$ cat src/rtl/instruction_fetch.sv
// Fetch stage: issues a req/ack read for the current PC, holds the instruction for decode,
// pulses pcAdvance once per delivered instruction, and discards work on flush.
module instruction_fetch #(
   parameter int ADDR_WIDTH = 20,
   parameter int DATA_WIDTH = 32,
   parameter int TIMEOUT    = 255
) (
   input  logic                  clock,
   input  logic                  reset,
   input  logic [ADDR_WIDTH-1:0] address,
   input  logic                  flush,
   output logic                  memReq,
   output logic [ADDR_WIDTH-1:0] memAddress,
   input  logic                  memAck,
   input  logic [DATA_WIDTH-1:0] memData,
   output logic [DATA_WIDTH-1:0] instruction,
   output logic                  instrValid,
   input  logic                  instrReady,
   output logic                  pcAdvance,
   output logic                  fetchError
);

   typedef enum logic [2:0] {
      IDLE,
      REQ,
      HOLD,
      DRAIN,
      ERROR
   } fetchState_t;

   localparam logic [7:0] TIMEOUT_LIMIT = 8'(TIMEOUT);

   fetchState_t state;
   logic [7:0]  waitCount;
   logic [7:0]  nextCount;
   logic        timedOut;

   // The wait counter saturates, so the watchdog fires on the cycle the count would reach TIMEOUT.
   always_comb begin
      nextCount = (waitCount == 8'hFF) ? 8'hFF : waitCount + 8'd1;
      timedOut  = (nextCount >= TIMEOUT_LIMIT);
   end

   always_ff @(posedge clock) begin
      if (!reset) begin
         state       <= IDLE;
         memReq      <= 1'b0;
         memAddress  <= '0;
         instruction <= '0;
         instrValid  <= 1'b0;
         pcAdvance   <= 1'b0;
         fetchError  <= 1'b0;
         waitCount   <= 8'd0;
      end else begin
         pcAdvance <= 1'b0;
         unique case (state)
            IDLE: begin
               if (!flush) begin
                  memAddress <= address;
                  memReq     <= 1'b1;
                  waitCount  <= 8'd0;
                  state      <= REQ;
               end
            end
            REQ: begin
               if (memAck) begin
                  memReq <= 1'b0;
                  if (flush) begin
                     state <= IDLE;
                  end else begin
                     instruction <= memData;
                     instrValid  <= 1'b1;
                     pcAdvance   <= 1'b1;
                     state       <= HOLD;
                  end
               end else if (timedOut) begin
                  waitCount  <= nextCount;
                  memReq     <= 1'b0;
                  fetchError <= 1'b1;
                  state      <= ERROR;
               end else begin
                  waitCount <= nextCount;
                  if (flush) begin
                     state <= DRAIN;
                  end
               end
            end
            HOLD: begin
               if (flush || instrReady) begin
                  instrValid <= 1'b0;
                  state      <= IDLE;
               end
            end
            // The outstanding read must still complete before memory can take a new address.
            DRAIN: begin
               if (memAck) begin
                  memReq <= 1'b0;
                  state  <= IDLE;
               end else if (timedOut) begin
                  waitCount  <= nextCount;
                  memReq     <= 1'b0;
                  fetchError <= 1'b1;
                  state      <= ERROR;
               end else begin
                  waitCount <= nextCount;
               end
            end
            ERROR: begin
               memReq     <= 1'b0;
               instrValid <= 1'b0;
               fetchError <= 1'b1;
            end
            default: begin
               state <= IDLE;
            end
         endcase
      end
   end

endmodule

$ cat config.mk
export PLATFORM = sky130hd
export DESIGN_NAME = instruction_fetch
export DESIGN_NICKNAME = d
export VERILOG_FILES = /design/src/rtl/instruction_fetch.sv
export SDC_FILE = /design/constraint.sdc
export NUM_CORES = 1
export LEC_CHECK = 0
export ABC_AREA = 1
export CAP_MARGIN = 20
export CORE_MARGIN = 2
export CORE_UTILIZATION = 43
export CTS_CLUSTER_DIAMETER = 40
export CTS_CLUSTER_SIZE = 12
export DETAILED_ROUTE_END_ITERATION = 8
export PLACE_DENSITY = 0.79
export SLEW_MARGIN = 20
export SYNTH_ARGS = -nofsm -noshare
export SYNTH_HDL_FRONTEND = slang
export SYNTH_SLANG_ARGS = --single-unit
$ cat constraint.sdc
create_clock -name clock -period 2.07 [get_ports clock]
set_input_delay 0.414 -clock clock [delete_from_list [all_inputs] [get_ports clock]]
set_output_delay 0.414 -clock clock [all_outputs]
set_load 0.02 [all_outputs]
==> summary.txt <==
Run status
  – Run status: finished, final reports clean

Yosys
  – Biggest area contributors in the synthesized netlist: sky130_fd_sc_hd__dfxtp_1 (47%), sky130_fd_sc_hd__nor2_1 (9.4%), sky130_fd_sc_hd__nand2_1 (7.8%)
  – Leading post-synthesis cells by instance count: sky130_fd_sc_hd__nor2_1 (71), sky130_fd_sc_hd__dfxtp_1 (67), sky130_fd_sc_hd__nand2_1 (59), sky130_fd_sc_hd__a21oi_1 (33), sky130_fd_sc_hd__nand3_1 (30)
  – Cell with the most instances after synthesis: sky130_fd_sc_hd__nor2_1
  – Number of enable flip-flop cells after synthesis: 0
  – Post-synthesis sequential element count: 67
  – Count of yosys warnings during synthesis: 0
  – Per-instance average area after synthesis: 7.594 µm²
  – Gate count of the mapped netlist: 374
  – Post-synth top area share: 47.22%
  – Syn nets: 432
  – Library cell with the largest summed area after synthesis: sky130_fd_sc_hd__dfxtp_1
  – Cell area after synthesis: 2840 µm²
  – Fraction of the yosys area taken by sequential cells: 47.22%
  – Number of distinct library cells after synthesis: 32
  – Share of synthesized registers carrying an async set or reset: 0%
  – Leading register cell type out of synthesis: sky130_fd_sc_hd__dfxtp_1

Route
  – Antenna viol nets, final: 0
  – Routed length on met2: 3676 µm
  – Total wire length: 7621 µm
  – Wire length per cell: 13.42 µm
  – Pre-Repair DR Iteration Count: 5
  – Count of vias placed by the detailed router: 2866
  – Post-Route M1 WL: 3212 µm
  – Topmost layer with routed signal wires: met4
  – DRC marker count from the first detailed-route iteration: 99
  – Met3 Wirelength: 580 µm
  – Total DRC errors in the routed layout: 0
  – Via count normalized by instance count: 5.046

Pwr
  – Max VDD drop: 485.1 µV
  – Proportion of total power due to net switching: 29.07%
  – Power Internal: 2.513 mW
  – Sequential fraction of design power: 41.0%
  – Pwr/cell area: 832.2 nW/µm²
  – P_sw: 1.030 mW
  – Comb power frac: 23.2%
  – Clock network power share: 35.8%
  – Power Total: 3.543 mW
  – Static leakage: 1.678 nW

Global routing
  – Antenna violations before repair: 0
  – Vias in the first global route: 2903
  – Largest net degree at the start of global routing: 35
  – Wire length of the first global-routing pass: 12540 µm
  – Remaining global-route overflow: 0
  – Global routing usage summed across all routing layers: 21.43%

Finish
  – Area growth from synthesis to final layout: 49.91%
  – Final core occ: 66.67%
  – Post-route cell area: 4258 µm²
  – Share of final-layout standard cells stronger than drive strength 1: 12.63%
  – Finished Layout Cells: 568
  – Antenna cells: 0
  – Total Nets Final: 544
  – Filler cells: 526

STA
  – Final setup TNS: 0 ns
  – Final Setup Violations: 0
  – Post-route worst hold slack: 0.4594 ns
  – Post-route worst setup slack: 0.2428 ns
  – Worst slew pin tran: 0.5533 ns
  – Number of max-slew violations in the final report: 0
  – Worst Clk Skew: 0.009464 ns
  – Unrepaired setup endpoints after global routing: no
  – Final cycle utilization of the critical path: 88.27%
  – Number of endpoints with negative hold slack in the final report: 0
  – Period minus WS final: 1.827 ns
  – Achievable Freq: 547.3 MHz
  – Headroom to the max-slew limit: 63.06%

Clock tree
  – Post-CTS Hold Buffers: 0
  – CTS Root Cell: sky130_fd_sc_hd__clkbuf_8
  – Clock net sink count: 67
  – Clock latency on the worst-skew pair: 0.35 ns
  – CTS Buffer Depth: 2
  – Cts bufs inserted: 9
  – Clk slew on worst S/H paths: 0.07 ns
  – Total number of H-tree levels: 3
  – Setup repair bufs after CTS: 0
  – Clock tree from TritonCTS: yes

Setup path
  – Endpoint required time on the critical path: 2.28 ns
  – Crit end category: flop
  – Maximum net fanout on the critical path: 7
  – CP arrival: 2.04 ns
  – Worst Setup Path Type: flop to flop
  – Critical Path Start Type: flop

Die
  – Starting density of the core: 44.47%
  – DIE WIDTH: 85.27 µm
  – Total die area: 7271 µm²
  – Height of the die: 85.27 µm
  – Placeable Area: 6386 µm²
  – Total number of placement rows: 29
  – Number of primary I/O pins: 113

Place
  – Number of input and output port buffers inserted: 112
  – Placed inst area: 4019 µm²
  – Post-Place Setup Slack: 0.02955 ns
  – Detailed-placement wirelength estimate: 5275 µm
  – Final Wtd Congestion: 0.7580
  – Total instance count after detailed placement: 552

Run
  – Maximum Capacitance Violations: 0

Min path
  – Type of the most critical hold path: flop to flop
registers in the layout, summed over array words and instances, names as in the netlist:
| register | count |
|---|---|
| memAddress | 20 |
| fetchError | 1 |
| instruction | 32 |
| pcAdvance | 1 |
| instrValid | 1 |
| memReq | 1 |
| waitCount | 8 |
| state | 3 |
power groups by stage:
stage                     combinational [mW]  sequential, mW  clock (mW)
final                                  0.822            1.45        1.27
after global routing                   0.886            1.46        1.35
after floorplan                        0.335            1.59           0
after detailed placement               0.820            1.48           0
after global placement                 0.807            1.48           0
after CTS                              0.826            1.45        1.29
path summary, 6_finish.rpt:
| path | slack, ns | startpoint | endpoint | cells past startpoint |
|---|---|---|---|---|
| worst max-delay path | 0.24 | waitCount[1] | state[1] | 12 |
| worst min-delay path | 0.46 | memAddress[3] | memAddress[3] | 2 |
| worst max register to register | 0.24 | waitCount[1] | state[1] | 12 |
| worst min register to register | 0.46 | memAddress[3] | memAddress[3] | 2 |
metal layers:
layer	vias to the layer above	GRT usage, %
met5	-	0
met4	0	8.225
met3	18	9.144
met2	89	35.87
met1	1326	24.18
li1	1433	-
kinds of logic (layout without fill, tap and decap cells):
family,Yosys count,count (layout),synth area share [%]
buffers and inverters,43,160,6.872
AO/OA/AOI/OAI,73,73,13.75
AND/OR/NAND/NOR,189,189,31.41
adder cells (fa/ha/maj),1,1,0.4405
flip-flops,67,67,47.22
XOR/XNOR,1,1,0.3084
critical path, stage by stage (launching register included):
cell                      delay (ns)
sky130_fd_sc_hd__dfxtp_1        0.41
sky130_fd_sc_hd__ha_2           0.26
sky130_fd_sc_hd__nand3_2        0.10
sky130_fd_sc_hd__inv_2          0.09
sky130_fd_sc_hd__nand2_4        0.08
sky130_fd_sc_hd__nand2_1        0.11
sky130_fd_sc_hd__nand2_2        0.07
sky130_fd_sc_hd__nor2_4         0.12
sky130_fd_sc_hd__nand3_4        0.12
sky130_fd_sc_hd__nand3_2        0.10
sky130_fd_sc_hd__nand3_1        0.09
sky130_fd_sc_hd__nand2_1        0.07
sky130_fd_sc_hd__a21oi_1        0.07
final cells by class:
class,instances,area (µm²),area share (%)
Clock buffer,11,151.4,3.556
Sequential cell,67,1343,31.53
Inverter,23,88.84,2.086
Tap cell,77,96.34,2.263
Clock inverter,5,83.83,1.969
Multi-Input combinational cell,264,1306,30.68
Timing Repair Buffer,121,1189,27.92
what timing repair did:
item	in CTS	in global routing
resized for setup	0	2
hold endpoints to repair	0	0
endpoints found under the setup margin	0	2
cells in the final DEF, fill, tap and decap left out, types with 3 or more instances in the layout:
cell	synthesis	final
sky130_fd_sc_hd__a21oi_1	33	33
sky130_fd_sc_hd__buf_4	0	9
sky130_fd_sc_hd__clkbuf_8	1	11
sky130_fd_sc_hd__clkdlybuf4s50_1	0	112
sky130_fd_sc_hd__dfxtp_1	67	66
sky130_fd_sc_hd__inv_1	14	14
sky130_fd_sc_hd__inv_2	7	7
sky130_fd_sc_hd__nand2_1	59	59
sky130_fd_sc_hd__nand2_2	7	7
sky130_fd_sc_hd__nand3_1	30	30
sky130_fd_sc_hd__nand3_2	3	3
sky130_fd_sc_hd__nand4_1	3	3
sky130_fd_sc_hd__nor2_1	71	71
sky130_fd_sc_hd__nor2_2	5	5
sky130_fd_sc_hd__nor2_4	5	5
sky130_fd_sc_hd__o21ai_0	18	18
sky130_fd_sc_hd__o21ai_1	17	17
Note: power is estimated with default switching activity, not from simulation.
